[config.mk]
export PLATFORM = sky130hd
export DESIGN_NAME = spwm_cmd_spi
export DESIGN_NICKNAME = d
export VERILOG_FILES = /design/src/rtl/spwm_cmd_spi_pkg.sv /design/src/rtl/spwm_cmd_spi_sync2.sv /design/src/rtl/spwm_cmd_spi.sv
export SDC_FILE = /design/constraint.sdc
export NUM_CORES = 1
export LEC_CHECK = 0
export CORE_MARGIN = 2
export CORE_UTILIZATION = 60
export CTS_CLUSTER_SIZE = 8
export DETAILED_ROUTE_END_ITERATION = 8
export HOLD_SLACK_MARGIN = 0.05
export PLACE_DENSITY = 0.82
export REMOVE_ABC_BUFFERS = 1
export SYNTH_ARGS = -nofsm -noshare
export SYNTH_HDL_FRONTEND = slang
export SYNTH_HIERARCHICAL = 1
export SYNTH_SLANG_ARGS = --single-unit
[constraint.sdc]
create_clock -name clk_50m -period 7.3 [get_ports clk_50m]
set_input_delay 0.73 -clock clk_50m [delete_from_list [all_inputs] [get_ports clk_50m]]
set_output_delay 0.73 -clock clk_50m [all_outputs]
set_load 0.01 [all_outputs]
[src/rtl/spwm_cmd_spi_pkg.sv]
// Shared constants for the SPWM SPI command port: frame header, FSM encoding,
// register-bus addresses and the frame validity rule.
package spwm_cmd_spi_pkg;

  localparam logic [6:0]  HEADER_DEFAULT = 7'b1010000;
  localparam int unsigned FRAME_BITS     = 24;
  localparam logic [4:0]  BITCNT_SAT     = 5'd25;

  localparam logic ADDR_KW   = 1'b0;
  localparam logic ADDR_DUTY = 1'b1;

  localparam logic [1:0] ST_IDLE   = 2'd0;
  localparam logic [1:0] ST_SHIFT  = 2'd1;
  localparam logic [1:0] ST_CHECK  = 2'd2;
  localparam logic [1:0] ST_COMMIT = 2'd3;

  function automatic logic frame_ok(input logic [23:0] frame,
                                    input logic [4:0]  nbits,
                                    input logic [6:0]  hdr);
    return (nbits == 5'(FRAME_BITS)) && (frame[23:17] == hdr);
  endfunction

endpackage

[src/rtl/spwm_cmd_spi_sync2.sv]
// Two-flop synchronizer; IDLE sets the level both flops take during reset.
module sync2 #(
  parameter logic IDLE = 1'b0
) (
  input  logic clk,
  input  logic rst,
  input  logic d,
  output logic q
);

  logic s1;

  always_ff @(posedge clk or posedge rst) begin
    if (rst) begin
      s1 <= IDLE;
      q  <= IDLE;
    end else begin
      s1 <= d;
      q  <= s1;
    end
  end

endmodule

[src/rtl/spwm_cmd_spi.sv]
// SPI command slave: receives 24-bit {header, addr, data} frames, writes the
// KW / DutyCycle registers over a one-cycle bus strobe and reads them back on MISO.
module spwm_cmd_spi
  import spwm_cmd_spi_pkg::*;
#(
  parameter logic [6:0]  HEADER   = HEADER_DEFAULT,
  parameter logic [15:0] KW_RST   = 16'd141,
  parameter logic [9:0]  DUTY_RST = 10'd500
) (
  input  logic        clk_50m,
  input  logic        rst,
  input  logic        spi_sck,
  input  logic        spi_cs_n,
  input  logic        spi_mosi,
  output logic        spi_miso,
  output logic        datacs,
  output logic        WR,
  output logic        dataAddr,
  output logic [15:0] wrdat,
  output logic [7:0]  err_cnt
);

  logic        sck_s, cs_s, mosi_s;
  logic        sck_q, cs_q, mosi_q;
  logic        sck_rise, sck_fall, cs_rise, cs_fall;
  logic [1:0]  settle;
  logic        armed;
  logic [1:0]  state;
  logic [23:0] shreg;
  logic [4:0]  bitcnt;
  logic        rd_addr;
  logic [15:0] kw;
  logic [9:0]  duty;
  logic [15:0] rd_word;
  logic [4:0]  miso_idx;

  sync2 #(.IDLE(1'b0)) u_sync_sck  (.clk(clk_50m), .rst(rst), .d(spi_sck),  .q(sck_s));
  sync2 #(.IDLE(1'b1)) u_sync_cs   (.clk(clk_50m), .rst(rst), .d(spi_cs_n), .q(cs_s));
  sync2 #(.IDLE(1'b0)) u_sync_mosi (.clk(clk_50m), .rst(rst), .d(spi_mosi), .q(mosi_s));

  // Edge pulses are registered; mosi_q keeps data aligned with sck_rise.
  // armed blocks the false cs_n fall seen when reset releases mid-frame.
  always_ff @(posedge clk_50m or posedge rst) begin
    if (rst) begin
      sck_q    <= 1'b0;
      cs_q     <= 1'b1;
      mosi_q   <= 1'b0;
      sck_rise <= 1'b0;
      sck_fall <= 1'b0;
      cs_rise  <= 1'b0;
      cs_fall  <= 1'b0;
      settle   <= '0;
      armed    <= 1'b0;
    end else begin
      sck_q    <= sck_s;
      cs_q     <= cs_s;
      mosi_q   <= mosi_s;
      sck_rise <= sck_s & ~sck_q & ~cs_s;
      sck_fall <= ~sck_s & sck_q & ~cs_s;
      cs_rise  <= cs_s & ~cs_q;
      cs_fall  <= ~cs_s & cs_q & armed;
      if (settle != 2'd3) settle <= settle + 2'd1;
      armed    <= armed | ((settle == 2'd3) & cs_s);
    end
  end

  always_ff @(posedge clk_50m or posedge rst) begin
    if (rst) begin
      state    <= ST_IDLE;
      shreg    <= '0;
      bitcnt   <= '0;
      rd_addr  <= ADDR_KW;
      datacs   <= 1'b0;
      WR       <= 1'b0;
      dataAddr <= ADDR_KW;
      wrdat    <= '0;
      err_cnt  <= '0;
      kw       <= KW_RST;
      duty     <= DUTY_RST;
    end else begin
      datacs <= 1'b0;
      WR     <= 1'b0;
      case (state)
        ST_IDLE: begin
          if (cs_fall) begin
            state   <= ST_SHIFT;
            shreg   <= '0;
            bitcnt  <= '0;
            rd_addr <= ADDR_KW;
          end
        end
        ST_SHIFT: begin
          if (cs_rise) begin
            state <= ST_CHECK;
          end else if (sck_rise) begin
            shreg <= {shreg[22:0], mosi_q};
            if (bitcnt != BITCNT_SAT) bitcnt <= bitcnt + 5'd1;
            if (bitcnt == 5'd7) rd_addr <= mosi_q;
          end
        end
        ST_CHECK: begin
          if (frame_ok(shreg, bitcnt, HEADER)) begin
            state    <= ST_COMMIT;
            datacs   <= 1'b1;
            WR       <= 1'b1;
            dataAddr <= shreg[16];
            wrdat    <= shreg[15:0];
          end else begin
            state <= ST_IDLE;
            if (err_cnt != 8'hFF) err_cnt <= err_cnt + 8'd1;
          end
        end
        default: begin
          state <= ST_IDLE;
          if (dataAddr == ADDR_KW) kw <= wrdat;
          else                     duty <= wrdat[9:0];
        end
      endcase
    end
  end

  assign rd_word  = (rd_addr == ADDR_DUTY) ? {6'b0, duty} : kw;
  assign miso_idx = 5'd23 - bitcnt;

  // bitcnt is the index of the next bit the master will sample.
  always_ff @(posedge clk_50m or posedge rst) begin
    if (rst) begin
      spi_miso <= 1'b0;
    end else if (cs_s || (state != ST_SHIFT)) begin
      spi_miso <= 1'b0;
    end else if (sck_fall) begin
      if ((bitcnt >= 5'd8) && (bitcnt <= 5'd23)) spi_miso <= rd_word[miso_idx[3:0]];
      else                                       spi_miso <= 1'b0;
    end
  end

endmodule

-- Word level (Yosys, flattened, before mapping)
Index checks and enable logic that the tools add are counted.
- register bits: 101
- output and inout bits: 28
- word-level logic and storage cells: 106
- add/sub/neg operators: 4
- order comparisons: 3
- equal/unequal tests: 16
- muxes and demuxes: 26
- bitwise operators: 16
- reduce and logical (&&, ||, !) cells: 15
- operators by type and width (cell ; count):
    $mux 24 ; 3
    $pmux 24 s2 ; 1
    $mux 5 ; 4
    $mux 16 ; 1
    $ne 2x2->1 const B ; 7
    $mux 1 ; 10
    $pmux 5 s2 ; 1
    $reduce_and 5->1 ; 2
    $add 8x1->8 const B ; 1
    $and 1x1->1 ; 8
    $ne 8x8->1 const B ; 1
    $reduce_and 2->1 ; 4
    $eq 7x7->1 const B ; 1
    $not 1->1 ; 7
    $mux 2 ; 3
    $pmux 2 s3 ; 1
    $add 5x1->5 const B ; 1
    $eq 5x3->1 const B ; 1
    $eq 5x5->1 const B ; 1
    $ge 5x4->1 const B ; 1
    $le 5x5->1 const B ; 1
    $lt 4x5->1 const B ; 1
    $ne 5x5->1 const B ; 1
    $bmux 1 s4 ; 1
    14 further kinds ; 17

-- Depth between registers and ports, before layout
- depth in word-level cells: 6
- gate-level depth with buffers: 8

-- By module
The synthesis kept the hierarchy.
- modules (own cells, without submodules) (module ; instances ; cells an instance ; area an instance (µm²) ; seq. area each (µm²)):
    spwm_cmd_spi ; 1 ; 330 ; 4137.7 ; 2391.0
    sync2 (u_sync_mosi ...) ; 2 ; 3 ; 53.8 ; 50.0
    sync2 (u_sync_cs) ; 1 ; 3 ; 56.3 ; 52.6

-- Worst setup path before layout
Ideal clock, no wire load.
- path type: flip-flop to flip-flop
- start point: register bitcnt[0]
- end point: register err_cnt[1]
- setup time: 0.125 ns
- arrival: 2.020 ns
- slack: 5.155 ns
- stages on the path, launching flop included: 8
- cell sequence: dfrtp_1 clkbuf_1 inv_1 ha_1 nor4b_2 a311oi_1 a21boi_4 mux2_2
- longest elaborated chain between the ends: 4
- RTL lines (element ; line ; source):
    start: declaration ; spwm_cmd_spi.sv:30 ; logic [4:0] bitcnt;
    start signal: assignment ; spwm_cmd_spi.sv:97 ; if (bitcnt != BITCNT_SAT) bitcnt <= bitcnt + 5'd1;
    $eq 5x5->1 ; spwm_cmd_spi_pkg.sv:20 ; return (nbits == 5'(FRAME_BITS)) && (frame[23:17] == hdr);
    $logic_and 1x1->1 ; spwm_cmd_spi_pkg.sv:20 ;
    $not 1->1 (no source line) ; -- ;
    $reduce_and 3->1 (no source line) ; -- ;
    end signal: assignment ; spwm_cmd_spi.sv:110 ; if (err_cnt != 8'hFF) err_cnt <= err_cnt + 8'd1;
    end: declaration ; spwm_cmd_spi.sv:20 ; output logic [7:0] err_cnt
No other way between the ends.
A chain may end at the register's enable or synchronous reset.

-- Worst setup path after layout
- start point: register bitcnt[1]
- end point: register err_cnt[1]
Same word-level chain as after synthesis.

==> impl_metrics.tcl <==
set metrics [dict create \
    area_growth_pct 12.4 \
    wl_per_cell_um 15.4 \
    grt_max_degree 54 \
    worstSkewPairLatency_ns 0.36 \
    htree_levels 3 \
    gr-total-overflow 0 \
    cts_root_buf "clkbuf_8" \
    rsz0062_at_grt "false" \
    cap_violations 0 \
    ioPinCount 33 \
    synthArstFlopShare_pct 100 \
    hold_viol 0 \
    drv_slew 0 \
    fmaxAchievable_ghz 0.405 \
    slew_headroom_pct 43.1 \
    period_share_pct 33.8 \
    cp-start-kind "register" \
    tns_ns 0 \
    postRouteAntennaNets 0 \
    nets 377 \
    post_cts_buffers 0 \
    period_needed_ns 2.47 \
    start_util_pct 62.6 \
    skew_ns 0.00960 \
    drt_iter0_drc 126 \
    ys_warn_count 6 \
    synth.largest_area_cell "dfrtp_1" \
    setup_viol 0 \
    yosysTopAreaCellShare_pct 51.2 \
    clkSlewWorstSetupHoldPaths_ns 0.09 \
    synth_seq_area_share_pct 59.1 \
    grt_pass1_wl_um 12400 \
    status "finished clean" \
    place_inst 452 \
    required_ns 7.54 \
    final_cell_count_no_fill 468 \
    regArea_mm2 0.00254 \
    wl_um 7200 \
    cp-end-kind "register" \
    layout_common_cells "dfrtp_1 (88), nand2_1 (59), clkdlybuf4s50_1 (32), mux2_2 (29), o21ai_0 (29)" \
    cp.arrival_ns 2.71 \
    syn_inst 339 \
    grt_antenna_before_repair 0 \
    avgSynthCellArea_um2 12.7 \
    synth_ff_type "dfrtp_1" \
    r2r_slack_ns 4.83 \
    die_w_um 88.7 \
    tightest_slew_ns 0.852 \
    fp.dieArea_mm2 0.00786 \
    routabilityCongestion 0.757 \
    hpwl_um 4780 \
    cts_buffers 9 \
    cts_sinks 101 \
    layout-drive-gt1-share_pct 23.7 \
    vdd_drop_max_mv 0.108 \
    ys_top_cells_by_area "dfrtp_1 (51%), dfstp_2 (7.9%), mux2_2 (7.6%), mux2_4 (5.9%), nand2_1 (5.1%)" \
    worstPathMaxFanout 10 \
    min-delay-path-class "reg2reg" \
    drc 0 \
    io_buffer_count 32 \
    layout_commonest_cell "dfrtp_1" \
    synth_edf_count 0 \
    synth_area_mm2 0.00430 \
    die_h_um 88.7 \
    cts_resized 0 \
    vias_per_cell 5.42 \
    grtUsageTotal_pct 21.0 \
    ys_types 41 \
    p_per_area_mw_per_mm2 220 \
    routed-via-count 2538 \
    rows 30 \
    cts_buffer_depth 2 \
    n_antenna_cell 0 \
    dr.pass1.iters 4 \
    multi_input_area_mm2 0.00162 \
    hold_buffers 0 \
    cts_tree "done" \
    leakage_nw 2.18 \
    grt_pass1_vias 2517 \
    ys_ff_latch 101 \
    nFillCells 519 \
    design.core.area_mm2 0.00687 \
    crit_type "reg2reg" \
]
-- flip-flops by register name (all words and copies together) (netlist names), 2 cells and up --
name     cells
kw          16
settle       2
err_cnt      8
state        2
duty        10
shreg       24
bitcnt       5
wrdat       16
-- logic make-up after synthesis --
group	after synthesis	synth area share (%)
adders and majority gates	5	1.45
DFF	101	59.1
muxes	53	16.9
xor gates and xnor gates	10	2.04
and+or+nand+nor	102	11.6
AOI/OAI and AO/OA	40	5.67
buffers and inverters	28	3.17
-- stage by stage --
| step | instance area (um2) | power (mW) | utilization, % | setup slack (ns) | hold WS, ns |
|---|---|---|---|---|---|
| floorplan | 4200 | 0.711 | - | 4.11 | 0.331 |
| global placement | 4670 | 0.763 | 67.9 | 4.91 | 0.333 |
| detailed placement | 4670 | 0.769 | 67.9 | 4.86 | 0.337 |
| CTS | 4840 | 1.08 | 70.4 | 4.84 | 0.360 |
| global route | 4840 | 1.12 | 70.4 | 4.68 | 0.365 |
| finish | 4840 | 1.07 | 70.4 | 4.83 | 0.354 |
-- layout make-up --
cell class / instances / share of cell area [%]
timing repair buffer: 35 / 7.09
tap: 96 / 2.48
sequential: 101 / 52.6
clock buffer: 12 / 3.00
multi-input combinational: 210 / 33.5
inverter: 10 / 0.802
clock inverter: 4 / 0.492
-- synthesized netlist by cell type, types with 4 or more instances --
cell	number
dfrtp_1	88
nand2_1	59
mux2_2	29
o21ai_0	29
mux2_4	17
dfstp_2	13
inv_1	10
nand3_1	10
clkbuf_1	8
xnor2_1	7
mux4_2	6
nor2_1	6
ha_1	5
nand4_1	5
buf_2	4
-- where the power goes --
part,switching [mW],leakage (nW),internal [mW]
combinational,0.0711,0.763,0.0588
sequential,0.0431,1.32,0.583
clock,0.177,0.0901,0.133
total,0.292,2.18,0.775
-- path summary, 6_finish.rpt --
| kind | from | to | depth (start not counted) |
|---|---|---|---|
| worst max-delay path | bitcnt[1] | err_cnt[1] | 6 |
| worst min-delay path | u_sync_mosi/q | mosi_q | 0 |
| worst max register to register | bitcnt[1] | err_cnt[1] | 6 |
| worst min register to register | u_sync_mosi/q | mosi_q | 0 |
| max in group asynchronous | rst | duty[0] | 3 |
| min in group asynchronous | rst | u_sync_mosi/s1 | 2 |
-- routing by layer --
metal | global-route usage (%) | wire length, um | vias up
met5 | 0 | 0 | -
li1 | - | - | 1222
met3 | 5.69 | 265 | 8
met1 | 29.2 | 3380 | 1263
met2 | 32.8 | 3460 | 45
met4 | 6.34 | 94 | 0
-- worst max-delay path: stages (launching register included) --
cell and delay, ns:
dfrtp_1 0.65, inv_1 0.15, ha_1 0.21, nor4b_2 0.16, a311oi_1 0.46, a21boi_4 0.35
mux2_2 0.37
Power figures use the tool's default switching activity.
